[src/rtl/datapath_controller.sv]
// datapath_controller
//
// Instruction-sequencing FSM for the 16-bit register-file/ALU datapath.
// It accepts one instruction per start strobe, decodes it, and steps the
// datapath through read-A, read-B, ALU and write-back cycles. All datapath
// controls are Moore outputs derived from the current state and the latched
// instruction register (IR).
//
// Ports:
//   clk          in   rising-edge clock
//   reset_n      in   asynchronous active-low reset
//   s            in   start strobe, sampled only while idle (WAIT)
//   instr        in   instruction, latched on the edge that accepts s
//   readnum      out  register-file read index
//   writenum     out  register-file write index
//   write        out  register-file write enable
//   vsel         out  write-data select (1 = datapath_in, 0 = C)
//   loada        out  load A register
//   loadb        out  load B register
//   loadc        out  load C register
//   loads        out  load status register
//   asel         out  1 = A operand forced to 0
//   bsel         out  always 0
//   shift        out  B-path shifter control
//   ALUop        out  ALU function
//   datapath_in  out  sign-extended imm8 (only non-zero in WRITE_IMM)
//   w            out  idle, ready for s
//   err          out  last accepted instruction was illegal

module datapath_controller (
    input  logic        clk,
    input  logic        reset_n,
    input  logic        s,
    input  logic [15:0] instr,
    output logic [2:0]  readnum,
    output logic [2:0]  writenum,
    output logic        write,
    output logic        vsel,
    output logic        loada,
    output logic        loadb,
    output logic        loadc,
    output logic        loads,
    output logic        asel,
    output logic        bsel,
    output logic [1:0]  shift,
    output logic [1:0]  ALUop,
    output logic [15:0] datapath_in,
    output logic        w,
    output logic        err
);

    typedef enum logic [2:0] {
        StWait,
        StDecode,
        StGetA,
        StGetB,
        StAlu,
        StWriteReg,
        StWriteImm
    } state_e;

    state_e      state_q, state_d;
    logic [15:0] ir_q;
    logic        err_q;

    // Instruction fields
    logic [2:0] opc;
    logic [1:0] op;
    logic [2:0] rn, rd, rm;
    logic [1:0] sh;
    logic [7:0] imm8;

    assign opc  = ir_q[15:13];
    assign op   = ir_q[12:11];
    assign rn   = ir_q[10:8];
    assign rd   = ir_q[7:5];
    assign sh   = ir_q[4:3];
    assign rm   = ir_q[2:0];
    assign imm8 = ir_q[7:0];

    // Decode
    logic is_mov_imm, is_mov_reg, is_alu, is_cmp, is_mvn, is_legal;

    assign is_mov_imm = (opc == 3'b110) && (op == 2'b10);
    assign is_mov_reg = (opc == 3'b110) && (op == 2'b00);
    assign is_alu     = (opc == 3'b101);
    assign is_cmp     = is_alu && (op == 2'b01);
    assign is_mvn     = is_alu && (op == 2'b11);
    assign is_legal   = is_mov_imm || is_mov_reg || is_alu;

    logic accept;
    assign accept = (state_q == StWait) && s;

    always_ff @(posedge clk or negedge reset_n) begin
        if (!reset_n) begin
            state_q <= StWait;
            ir_q    <= 16'h0000;
            err_q   <= 1'b0;
        end else begin
            state_q <= state_d;
            if (accept) begin
                ir_q  <= instr;
                err_q <= 1'b0;
            end else if ((state_q == StDecode) && !is_legal) begin
                err_q <= 1'b1;
            end
        end
    end

    always_comb begin
        state_d     = state_q;
        readnum     = 3'd0;
        writenum    = 3'd0;
        write       = 1'b0;
        vsel        = 1'b0;
        loada       = 1'b0;
        loadb       = 1'b0;
        loadc       = 1'b0;
        loads       = 1'b0;
        asel        = 1'b0;
        bsel        = 1'b0;
        shift       = 2'b00;
        ALUop       = 2'b00;
        datapath_in = 16'h0000;
        w           = 1'b0;

        unique case (state_q)
            StWait: begin
                w = 1'b1;
                if (s) state_d = StDecode;
            end
            StDecode: begin
                if (is_mov_imm)               state_d = StWriteImm;
                else if (is_mov_reg || is_mvn) state_d = StGetB;
                else if (is_alu)              state_d = StGetA;
                else                          state_d = StWait;
            end
            StGetA: begin
                readnum = rn;
                loada   = 1'b1;
                state_d = StGetB;
            end
            StGetB: begin
                readnum = rm;
                shift   = sh;
                loadb   = 1'b1;
                state_d = StAlu;
            end
            StAlu: begin
                ALUop = is_mov_reg ? 2'b00 : op;
                // MOV reg and MVN pass B through, so A is zeroed
                asel  = is_mov_reg || is_mvn;
                if (is_cmp) begin
                    loads   = 1'b1;
                    state_d = StWait;
                end else begin
                    loadc   = 1'b1;
                    state_d = StWriteReg;
                end
            end
            StWriteReg: begin
                writenum = rd;
                write    = 1'b1;
                state_d  = StWait;
            end
            StWriteImm: begin
                vsel        = 1'b1;
                datapath_in = {{8{imm8[7]}}, imm8};
                writenum    = rn;
                write       = 1'b1;
                state_d     = StWait;
            end
            default: state_d = StWait;
        endcase
    end

    assign err = err_q;

endmodule

[config.mk]
export PLATFORM = sky130hd
export DESIGN_NAME = datapath_controller
export DESIGN_NICKNAME = d
export VERILOG_FILES = /design/src/rtl/datapath_controller.sv
export SDC_FILE = /design/constraint.sdc
export NUM_CORES = 1
export LEC_CHECK = 0
export CORE_MARGIN = 2
export CORE_UTILIZATION = 44
export CTS_CLUSTER_SIZE = 30
export DETAILED_ROUTE_END_ITERATION = 12
export PLACE_DENSITY = 0.9
export SETUP_SLACK_MARGIN = 0.5
export SLEW_MARGIN = 20
export SYNTH_ARGS = -nofsm -noshare
export SYNTH_HDL_FRONTEND = slang
export SYNTH_SLANG_ARGS = --single-unit
export TNS_END_PERCENT = 20
[constraint.sdc]
create_clock -name clk -period 3.8 [get_ports clk]
set_input_delay 1.14 -clock clk [delete_from_list [all_inputs] [get_ports clk]]
set_output_delay 1.14 -clock clk [all_outputs]
set_load 0.02 [all_outputs]
==> run summary, run 1 <==
Initial Util: 45.2%
Delay-heaviest family, CP: buffers and inverters
DRT Pass-1 Iters: 4
Vias in the first global route: 980
Static Leak: 0.777 nW
Post-synth top cells: dfrtp_1, mux2_4, buf_4
TritonCTS clock tree: built
Detailed placement HPWL: 2.12 mm
N_diodes: 0
Synth Warn #: 0
Critical Path Source Type: flip-flop
IO Count: 55
Clk slew on worst S/H paths: 120 ps
Routed WL: 2.77 mm
Layout cells sized above 1: 17.2%
Tmin final: 3300 ps
Worst EP required: 2660 ps
Global-route wire length before repair: 4.65 mm
Fmax: 303 MHz
Netlist cell types: 32
Setup-failing EPs final: 0
Fin nets: 171
Slew @ Worst Pin: 862 ps
Worst Skew: 1.40 ps
Worst Reg-to-Reg Cells: 3
Die Y: 56.5 um
Port buffer count: 53
FF-to-FF Start: state_q[2]
Via-to-Cell Ratio: 5.29
Worst vdd ir: 0.435 mV
GRT busiest layer: met2
Asr flop ratio synth: 100%
Reg2reg setup slack: 2210 ps
Outcome: finished, final reports clean
Row cnt: 19
Worst-path fanout max: 14
Count leader, synth: dfrtp_1
#FFs+latches synth: 20
Final hold slack: 522 ps
Hold endpoint: err
Total track usage: 18.6%
# DRC: 0
Synthesized area: 1210 sq um
Remaining Overflow, GRT: 0
Routed Antenna Nets: 0
Clock root buffer: clkbuf_4
WP data arrival: 2160 ps
Met3 usage: 1.84%
Period utilisation layout: 86.9%
Slowest cell delay on critical path: 600 ps
Top_reg_cell synth: dfrtp_1
Buf/Inv on CP: 2
Total CTS buffers: 3
Total Power: 1.02 mW
H-tree depth: 1
Hold depth: 1
Cells after synthesis: 109
Critical Path, Cell by Cell: and2b_4 > nand2b_1 > inv_1 > a22o_1 > clkdlybuf4s50_1
Via count: 962
Worst path slowest cell: clkdlybuf4s50_1
Met1 Use GR: 23.0%
Initial antenna violation count: 0
Worst skew pair latency: 300 ps
RSZ-0062 raised after global routing: true
Fin util: 63.7%
Pwr per Cell Area: 595 nW/um^2
Max cap viols: 0
Setup TNS: 0 ps
Multi-input gate area: 584 sq um
Crit path kind: reg2out
Max Root-Sink Buffers: 2
Relative slew slack: 42.4%
Clock sink count: 20
Final max-slew violation count: 0
Met2 Usage GRT: 32.9%
Worst hold path type: reg2reg
Critical path endpoint category: primary output
Placeable Area: 2690 sq um
Number of flops mapped to enable cells by yosys: 0
Largest net degree at the start of global routing: 23
FF/Latch Area: 503 sq um
Seq/Total Area, Yosys: 41.2%
Die Span X: 56.5 um
Top cell type by total area after synthesis: dfrtp_1
Min-Delay Startpoint: err
Synthesized net count: 128
Post-route insts no fill: 182
WL/cell: 15.2 um
Top cell type's share of synthesized area: 41.2%
Worst R2R End: ir_q[14]
Ranking of synthesized cells by area: dfrtp_1, mux2_4, buf_4, mux2_2, and3_1
Placed Cells: 178
RePlAce Congestion: 0.774
FILL cells: 223
Fin. Hold Viols: 0
Area Growth Syn to Fin: 40.9%
Die area: 3190 sq um
Initial DRC count: 37
Syn_area_per_cell: 11.1 sq um
## metal layers
metal / vias up / routed length, um
met5: - / 0
met4: 0 / 21
met3: 2 / 170
met2: 50 / 1510
met1: 455 / 1080
li1: 455 / -
## through the flow
stage,instance area [sq um],setup slack (ps)
after global routing,1710,386
after floorplan,1210,1100
final,1710,498
after CTS,1700,473
after detailed placement,1660,677
after global placement,1660,769
## worst max-delay path by stage
stage,start,end,slack (ps),cells past startpoint
2_1_floorplan,state_q[0],datapath_in[10],1100,4
5_1_grt,state_q[0],readnum[1],390,5
3_5_place_dp,state_q[0],datapath_in[7],680,3
6_report,state_q[0],readnum[1],500,5
4_1_cts,state_q[0],datapath_in[12],470,3
3_3_place_gp,state_q[2],readnum[0],770,4
## cell usage in the layout (no fill, tap or decap), drive strengths merged, types with 2 or more instances in the layout
cell / Yosys / routed
inv: 3 / 3
a22oi: 3 / 3
nand2b: 2 / 2
nor2: 5 / 5
nor3b: 2 / 2
o21ai: 5 / 5
nor2b: 5 / 5
dlymetal6s2s: 0 / 3
nor3: 2 / 2
clkdlybuf4s50: 0 / 49
a22o: 4 / 4
dfrtp: 20 / 20
or2b: 2 / 2
nand2: 2 / 2
and3: 8 / 8
and2: 6 / 6
mux2: 16 / 16
clkbuf: 2 / 4
## sequential cells by signal, summed over array words and instances (netlist names)
name     count
state_q      3
ir_q        16
err          1
## cells by family after synthesis
family,Yosys count,share of synthesized area [%]
simple gates,38,20.2
flops,20,41.2
buf+inv,18,11.0
compound gates,16,9.28
mux,16,17.9
other cells,1,0.309
## where the power goes
part           switching (mW)  internal [mW]  leakage [nW]
logic                   0.183          0.270         0.521
clock network          0.0682         0.0584        0.0210
registers               0.123          0.316         0.235
total                   0.374          0.644         0.777
## worst reg2reg max path, delay by kind of cell, from the launching register on
family | cells | cell delay (ps)
muxes | 1 | 390
and+or+nand+nor | 2 | 550
DFF | 1 | 560
## layout make-up
class | count | area share (%)
tap | 31 | 2.27
timing repair buffer | 53 | 31.4
sequential | 20 | 29.4
inverter | 3 | 0.658
clock buffer | 4 | 2.12
multi-input combinational | 71 | 34.2
## timing repair
item	in CTS	in global routing
resized for setup	5	4
hold endpoints to repair	0	0
endpoints found under the setup margin	18	17
hold buffers	0	0
buffers inserted	0	0
(Power assumes the default switching activity.)
==> run 2: changes to the inputs <==
- ABC_CLOCK_PERIOD_IN_PS: default -> 3800
==> results of run 2 <==
The final DEF is identical to that of run 1; final timing and power are the same.
==> run 3: changes to the inputs <==
- CTS_CLUSTER_SIZE: 30 -> default
==> results of run 3 <==
The final DEF is identical to that of run 1; final timing and power are the same.
